## src/rtl/flac_enc_pkg.sv

```systemverilog
// Shared definitions for the FLAC encoder residual path: sizes, bank-state and
// drain-sequencer encodings.
package flac_enc_pkg;

    localparam int DEPTH = 16;
    localparam int CW    = 5;
    localparam int DW    = 16;

    typedef enum logic [1:0] {
        BANK_EMPTY    = 2'd0,
        BANK_FILLING  = 2'd1,
        BANK_FULL     = 2'd2,
        BANK_DRAINING = 2'd3
    } bank_state_t;

    typedef enum logic [1:0] {
        DRN_IDLE  = 2'd0,
        DRN_START = 2'd1,
        DRN_DRAIN = 2'd2
    } drain_state_t;

    function automatic logic [1:0] bank_mask(input logic sel);
        return sel ? 2'b10 : 2'b01;
    endfunction

endpackage

```

## src/rtl/bank_state_tracker.sv

```systemverilog
// Life-cycle tracker for one ResidualBuffer bank: state, fill count and the
// length latched when the block closes.
module bank_state_tracker
    import flac_enc_pkg::*;
(
    input  logic          clk,
    input  logic          rst_n,
    input  logic          write,
    input  logic          close,
    input  logic          start,
    input  logic          done,
    output bank_state_t   state,
    output logic [CW-1:0] count,
    output logic [CW-1:0] len
);

    // write/close only reach an EMPTY/FILLING bank, start only a FULL one and
    // done only a DRAINING one, so the strobes never compete.
    always_ff @(posedge clk or negedge rst_n) begin
        if (!rst_n) begin
            state <= BANK_EMPTY;
            count <= '0;
            len   <= '0;
        end else if (write) begin
            if (close) begin
                len   <= count + 1'b1;
                count <= '0;
                state <= BANK_FULL;
            end else begin
                count <= count + 1'b1;
                state <= BANK_FILLING;
            end
        end else if (start) begin
            state <= BANK_DRAINING;
        end else if (done) begin
            state <= BANK_EMPTY;
        end
    end

endmodule

```

## src/rtl/residual_buffer_ctrl.sv

```systemverilog
// Ping-pong scheduler between the LPC residual generator and the Rice encoder:
// fills one bank while the other is drained as a framed block.
module residual_buffer_ctrl
    import flac_enc_pkg::*;
(
    input  logic          iClock,
    input  logic          iReset,
    input  logic          iValid,
    input  logic [DW-1:0] iResidual,
    input  logic          iLast,
    output logic          oReady,
    output logic [1:0]    oBufValid,
    output logic [DW-1:0] oBufResidual,
    output logic [1:0]    oBufEnable,
    input  logic [DW-1:0] iBufResidual0,
    input  logic [DW-1:0] iBufResidual1,
    input  logic          iBufValid0,
    input  logic          iBufValid1,
    input  logic [CW-1:0] iBufCount0,
    input  logic [CW-1:0] iBufCount1,
    input  logic          iDownReady,
    output logic [DW-1:0] oResidual,
    output logic          oValid,
    output logic          oBlockStart,
    output logic [CW-1:0] oBlockLen,
    output logic          oBlockDone,
    output logic          oOverflow,
    output logic          oError,
    output logic [1:0]    oDrainState
);

    bank_state_t   bank_state [2];
    logic [CW-1:0] bank_count [2];
    logic [CW-1:0] bank_len   [2];
    logic [1:0]    bank_write, bank_close, bank_start, bank_done;

    logic          wsel, rsel;
    logic          accept, close_blk;
    logic [CW-1:0] issued, recvd, len_hold;
    logic          rd_valid;
    logic [DW-1:0] rd_residual;
    logic [CW-1:0] rd_count, rd_len;

    drain_state_t  drain_q, drain_d;
    logic          start_blk, done_blk, drain_en, out_valid;

    for (genvar b = 0; b < 2; b++) begin : g_bank
        bank_state_tracker u_tracker (
            .clk   (iClock),
            .rst_n (iReset),
            .write (bank_write[b]),
            .close (bank_close[b]),
            .start (bank_start[b]),
            .done  (bank_done[b]),
            .state (bank_state[b]),
            .count (bank_count[b]),
            .len   (bank_len[b])
        );
    end

    // A block closes on iLast or when the DEPTH-th residual lands.
    assign oReady       = (bank_state[wsel] == BANK_EMPTY) || (bank_state[wsel] == BANK_FILLING);
    assign accept       = iValid && oReady;
    assign close_blk    = accept && (iLast || (bank_count[wsel] == CW'(DEPTH - 1)));
    assign oBufValid    = accept ? bank_mask(wsel) : 2'b00;
    assign oBufResidual = iResidual;
    assign bank_write   = oBufValid;
    assign bank_close   = close_blk ? bank_mask(wsel) : 2'b00;

    assign rd_valid    = rsel ? iBufValid1 : iBufValid0;
    assign rd_residual = rsel ? iBufResidual1 : iBufResidual0;
    assign rd_count    = rsel ? iBufCount1 : iBufCount0;
    assign rd_len      = bank_len[rsel];

    always_comb begin
        drain_d   = drain_q;
        start_blk = 1'b0;
        done_blk  = 1'b0;
        drain_en  = 1'b0;
        out_valid = 1'b0;
        case (drain_q)
            DRN_IDLE: begin
                if (bank_state[rsel] == BANK_FULL) drain_d = DRN_START;
            end
            DRN_START: begin
                start_blk = 1'b1;
                drain_d   = DRN_DRAIN;
            end
            DRN_DRAIN: begin
                // The bank answers one cycle after each enable, so at most one
                // residual is still in flight when iDownReady drops.
                drain_en  = iDownReady && (issued < rd_len);
                out_valid = rd_valid;
                if (rd_valid && (recvd == rd_len - 1'b1)) begin
                    done_blk = 1'b1;
                    drain_d  = DRN_IDLE;
                end
            end
            default: drain_d = DRN_IDLE;
        endcase
    end

    assign bank_start  = start_blk ? bank_mask(rsel) : 2'b00;
    assign bank_done   = done_blk ? bank_mask(rsel) : 2'b00;
    assign oBufEnable  = drain_en ? bank_mask(rsel) : 2'b00;
    assign oValid      = out_valid;
    assign oResidual   = out_valid ? rd_residual : '0;
    assign oBlockStart = start_blk;
    assign oBlockDone  = done_blk;
    assign oBlockLen   = start_blk ? rd_len : len_hold;
    assign oDrainState = drain_q;

    always_ff @(posedge iClock or negedge iReset) begin
        if (!iReset) begin
            drain_q   <= DRN_IDLE;
            wsel      <= 1'b0;
            rsel      <= 1'b0;
            issued    <= '0;
            recvd     <= '0;
            len_hold  <= '0;
            oOverflow <= 1'b0;
            oError    <= 1'b0;
        end else begin
            drain_q <= drain_d;
            if (close_blk) wsel <= ~wsel;
            if (done_blk)  rsel <= ~rsel;
            if (start_blk) begin
                issued   <= '0;
                recvd    <= '0;
                len_hold <= rd_len;
            end else begin
                if (drain_en)  issued <= issued + 1'b1;
                if (out_valid) recvd  <= recvd + 1'b1;
            end
            if (iValid && !oReady)            oOverflow <= 1'b1;
            if (done_blk && (rd_count != '0)) oError    <= 1'b1;
        end
    end

endmodule

```

## config.mk

```make
export PLATFORM = sky130hd
export DESIGN_NAME = residual_buffer_ctrl
export DESIGN_NICKNAME = d
export VERILOG_FILES = /design/src/rtl/flac_enc_pkg.sv /design/src/rtl/bank_state_tracker.sv /design/src/rtl/residual_buffer_ctrl.sv
export SDC_FILE = /design/constraint.sdc
export NUM_CORES = 1
export LEC_CHECK = 0
export CAP_MARGIN = 30
export CORE_ASPECT_RATIO = 1.25
export CORE_MARGIN = 1
export CORE_UTILIZATION = 30
export CTS_BUF_LIST = sky130_fd_sc_hd__clkbuf_4
export DETAILED_ROUTE_END_ITERATION = 16
export HOLD_SLACK_MARGIN = 0.15
export PLACE_DENSITY = 0.62
export SETUP_SLACK_MARGIN = 0.4
export SLEW_MARGIN = 10
export SYNTH_ARGS = -nofsm -noshare
export SYNTH_HDL_FRONTEND = slang
export SYNTH_HIERARCHICAL = 1
export SYNTH_SLANG_ARGS = --single-unit
```

## constraint.sdc

```tcl
create_clock -name iClock -period 3.8 [get_ports iClock]
set_clock_uncertainty 0.1 [all_clocks]
set_input_delay 0.38 -clock iClock [delete_from_list [all_inputs] [get_ports iClock]]
set_output_delay 0.38 -clock iClock [all_outputs]
set_load 0.005 [all_outputs]
```

==> run summary, run 1 <==
Ports: 114
First DRT Iteration DRCs: 137
WS Path Type: reg -> out
first-pass GRT wire length: 11500 um
power share of the clock group: 0.129
sequential share of power: 0.366
clk_lat worst skew: 370 ps
final hold vios: 0
Final nets: 450
critical path required time: 3320 ps
root buffer cell: clkbuf_4
initial antenna violation count: 0
worst slew pin tran: 703 ps
TritonCTS buffer count: 5
Final Setup Violations: 0
Worst Setup Start Kind: flip-flop
r2r endpoint: g_bank[1].u_tracker/state[1]
PwrDens: 609 mW/mm^2
DP HPWL: 5200 um
CTS tree: yes
Netlist cell types: 51
Sw Ratio: 0.391
first-pass iteration count of the detailed router: 4
clock-pin slew on the worst setup and hold paths: 140 ps
Leak: 1.68 nW
WL/cell: 13.4 um
total number of H-tree levels: 2
final WL: 6720 um
status: finished, final reports clean
vias in the first global route: 2318
Placer Congestion: 0.776
Worst setup EP type: output port
die area: 0.00995 mm^2
Max VDD drop: 0.238 mV
Total GRT Usage: 0.148
Core Rows: 39
PnR worst setup slack: 581 ps
ys async rst share: 1.00
worst setup path start: rsel
syn avg cell area: 9.34 um^2
Die Span X: 89.4 um
# diodes: 0
r2r worst-path depth: 10
port bufs: 81
Post-Syn Area: 0.00287 mm^2
Seq cells post-synth: 45
vias: 2381
vias per cell: 4.76
post-synthesis sequential area ratio: 0.393
unrepaired setup endpoints after global routing: false
Max Cap Violations: 0
share of layout cells above drive strength 1: 0.0928
fmax: 311 MHz
fillers: 898
Antenna Nets Post-Route: 0
Tmin final: 3220 ps
synth warn: 6
Relative slew margins: 0.532
Final Util: 0.416
core footprint: 0.00922 mm^2
grt total ovfl: 0
Max Slew Vio Count: 0
Synthesized Nets: 381
Post-Place Worst Slack: 621 ps
Critical R2R Launch: rsel
worst-path fanout max: 7
final hold slack: 355 ps
Layout area overhead: 33.8%
Worst EP arrival: 2740 ps
Chip Height: 111 um
largest net degree at the start of global routing: 30
Power Internal: 1.42 mW
Net Sw Power: 912 uW
reg-to-reg slack, setup: 1140 ps
Final TNS setup: 0 ps
min-delay worst type: in -> async
top_reg_cell synth: dfrtp_1
Post-Syn Instances: 307
CP endpoint: oBufEnable[0]
EDFF count, synth: 0
PnR Total Power: 2.33 mW
Logic pwr share: 0.505
CTS sink count: 45
final cycle utilization of the critical path: 0.847
DRC: 0
Initial Utilization: 0.311
clk buf depth: 2
-- power by group through the flow --
stage	clock, mW	combinational [mW]	sequential (mW)
after floorplan	0	0.931	0.794
after global placement	0	1.11	0.858
after detailed placement	0	1.13	0.863
after CTS	0.315	1.17	0.853
after global routing	0.337	1.32	0.890
final	0.301	1.18	0.854
-- area by class of cell --
cell class	count	area, um^2	share of cell area
flip-flops and latches	45	1130	0.294
clock buffers	6	45.0	0.0117
clock inverters	2	33.8	0.00881
repair buffers	92	906	0.236
multi-input cells	216	1510	0.394
inverters	16	60.1	0.0157
well taps	123	154	0.0401
-- registers in the layout (all words and copies together), names as in the netlist, 2 cells and up --
name / flops
g_bank.u_tracker/count: 10
g_bank.u_tracker/len: 10
issued: 5
len_hold: 5
recvd: 5
g_bank.u_tracker/state: 4
oDrainState: 2
-- repair_timing --
| item | in CTS | in global routing |
|---|---|---|
| setup endpoints to repair | 11 | 7 |
| gates resized for setup | 5 | 3 |
| buffers inserted | 2 | 2 |
| hold buffers | 1 | 0 |
| cloned | 0 | 0 |
| endpoints found under the hold margin | 16 | 0 |
-- per-stage QoR --
step                cell area (um^2)  std cells
floorplan                       2870        307
global placement                3670        486
detailed placement              3690        487
CTS                             3810        498
global route                    3840        500
finish                          3840        500
-- cells in the final DEF, fill, tap and decap left out, types with 6 or more instances in the layout --
cell type,Yosys,layout
buf_4,18,8
nand3_1,12,12
inv_1,16,16
nor2_1,28,28
nor3_1,8,8
dfrtp_1,45,44
nor2b_1,8,8
o21ai_0,24,24
clkbuf_4,0,6
mux2i_1,27,25
clkdlybuf4s50_1,0,79
nand2_1,24,24
xnor2_1,12,11
ha_1,9,9
-- how the worst min path moves through the flow --
stage	cells after the start	slack [ps]	endpoint	from
6_report	2	350	g_bank[1].u_tracker/count[2]	iReset
5_1_grt	2	370	g_bank[1].u_tracker/count[2]	iReset
4_1_cts	2	360	g_bank[1].u_tracker/count[2]	iReset
3_5_place_dp	1	240	g_bank[1].u_tracker/count[2]	iReset
3_3_place_gp	1	340	oError	oError
2_1_floorplan	0	-20	g_bank[0].u_tracker/count[0]	iReset
-- synthesized netlist by cell type, types with 4 or more instances --
library cell,n,area (um^2)
nand2_1,24,90.1
o21ai_0,24,120
a21oi_1,4,20.0
clkbuf_1,7,26.3
mux2i_1,27,270
nand3_1,12,60.1
inv_1,16,60.1
nor3_1,8,40.0
nand2b_1,5,31.3
buf_4,18,135
dfrtp_1,45,1130
ha_1,9,113
nor2b_1,8,50.1
xnor2_1,12,105
o31a_1,4,35.0
nor2_1,28,105
-- kinds of logic (layout without fill, tap and decap cells) --
kind of cell / after synthesis / count (layout) / share of synthesized area
and+or+nand+nor: 108 / 108 / 0.194
AOI/OAI and AO/OA: 53 / 53 / 0.120
buffers and inverters: 46 / 116 / 0.0904
DFF: 45 / 45 / 0.393
muxes: 31 / 31 / 0.118
xor gates and xnor gates: 15 / 15 / 0.0458
adders and majority gates: 9 / 9 / 0.0393
-- worst max-delay path: stages (launching register included) --
cell             delay (ps)
dfrtp_2                 440
buf_4                   170
mux2i_4                 280
ha_1                    280
nand2_1                  70
nand4b_1                190
or2_4                   330
nor2_1                   90
clkdlybuf4s50_1         530
-- per-layer routing --
metal	wire [um]	share of wire	GRT usage	vias to the layer above
met5	0	0	0	-
met4	100	0.015	0.0455	0
met3	305	0.045	0.0343	12
met2	3340	0.50	0.243	52
met1	2970	0.44	0.191	1126
li1	-	-	-	1191
(Power assumes the default switching activity.)
==> run 2, diff against run 1 <==
clock period = 3.1 ns   (was 3.8 ns; I/O delays follow)
==> run summary, run 2 (synthesized netlist as in run 1, its figures left out) <==
total number of H-tree levels: 2
CP peak stage delay: 550 ps
slowest CP cell: or4_4
unrepaired setup endpoints after global routing: true
WS Path Type: reg -> out
Layout Cells excl Fill: 531
Ports: 114
WL/cell: 14.2 um
worst slew pin tran: 704 ps
Leak: 2.13 nW
Max Slew Vio Count: 0
# diodes: 0
fillers: 860
final WL: 7530 um
CTS tree: yes
final cycle utilization of the critical path: 0.951
fmax: 339 MHz
most common cell after layout, fill and taps aside: clkdlybuf4s50_1
critical path's top delay family: simple AND/OR/NAND/NOR gates
First DRT Iteration DRCs: 110
Layout area overhead: 48.9%
placed cell count: 492
cells along the critical path: buf_6, mux2i_4, ha_4, xnor2_4, and2_1, a211oi_2, or4_4, nor2_2, buf_2
die area: 0.00995 mm^2
Max VDD drop: 0.254 mV
vias: 2536
Initial Utilization: 0.311
Worst Setup Start Kind: flip-flop
Tmin final: 2950 ps
root buffer cell: clkbuf_4
worst-path fanout max: 4
largest net degree at the start of global routing: 32
DP HPWL: 5310 um
initial antenna violation count: 0
PwrDens: 790 mW/mm^2
port bufs: 81
Worst setup EP type: output port
vias in the first global route: 2493
TritonCTS buffer count: 5
critical path required time: 2690 ps
Final Setup Violations: 0
Max Cap Violations: 0
first-pass iteration count of the detailed router: 4
Die Span X: 89.4 um
Total GRT Usage: 0.156
status: finished, final reports clean
Placer Congestion: 0.725
min-delay worst type: in -> async
core footprint: 0.00922 mm^2
CTS sink count: 45
vias per cell: 4.78
DRC: 0
Chip Height: 111 um
first-pass GRT wire length: 12200 um
largest registers: g_bank.u_tracker/count: 10 flops, g_bank.u_tracker/len: 10 flops
Final nets: 481
Worst EP arrival: 2540 ps
clk buf depth: 2
CP bufs+invs: 2
clock-pin slew on the worst setup and hold paths: 140 ps
Core Rows: 39
final hold vios: 0
Antenna Nets Post-Route: 0
commonest non-fill, non-tap cells in the layout: clkdlybuf4s50_1, dfrtp_1, buf_4, nor2_1
share of layout cells above drive strength 1: 0.208
Final TNS setup: 0 ps
grt total ovfl: 0
Relative slew margins: 0.531
clk_lat worst skew: 370 ps
==> run 2: timing repair <==
action / 4_1_cts / 5_1_grt
gates resized for setup: 30 / 33
setup buffers: 18 / 12
endpoints found under the hold margin: 45 / 0
setup endpoints to repair: 20 / 30
hold buffers: 1 / 0
pin swaps: 8 / 7
==> run 2: worst register-to-register path, cell delays in order, from the launching register on <==
cell      delay, ps
dfrtp_2         440
buf_6           130
mux2i_4         250
ha_4            190
xnor2_4         120
and2_1          170
a211oi_2         90
or4_4           550
buf_4           160
buf_6           120
nor3_4          190
nor2b_1          70
o31a_1          240
==> run 2: stage by stage <==
step	instance area [um^2]	total power, mW	hold slack (ps)	util	worst slack, ps
finish	4270	3.37	269	0.463	152
detailed placement	3740	2.49	158	0.405	190
global placement	3720	2.44	340	0.403	218
CTS	4040	3.15	277	0.438	122
floorplan	2870	2.11	-85.6	-	452
global route	4270	3.64	289	0.463	77.0
==> run 2: worst paths after layout <==
check	slack (ps)	startpoint	end	cells past startpoint
min reg2reg	380	oError	oError	1
min	270	iReset	len_hold[4]	2
max in group asynchronous	2100	iReset	rsel	3
max reg2reg	200	rsel	g_bank[1].u_tracker/state[0]	12
min in group iClock	380	oError	oError	1
max	150	rsel	oBlockDone	9
==> run 2: final cells by class <==
type,count,area (um^2),share of cell area
clock buffer,6,45.0,0.0106
multi-input combinational,216,1650,0.387
inverter,16,60.1,0.0141
sequential,45,1130,0.264
tap,123,154,0.0360
timing repair buffer,123,1200,0.280
clock inverter,2,33.8,0.00791
==> run 2: per-layer routing <==
layer  GRT usage  share of wire
met2       0.269           0.54
met4      0.0423          0.017
met1       0.192           0.40
met5           0              0
met3      0.0350          0.042
==> run 2: power by group <==
part	total, mW	internal (mW)	switching, mW	leakage [nW]
Combinational	1.94	1.08	0.851	1.54
Sequential	1.07	0.798	0.270	0.549
Clock	0.370	0.177	0.193	0.0433
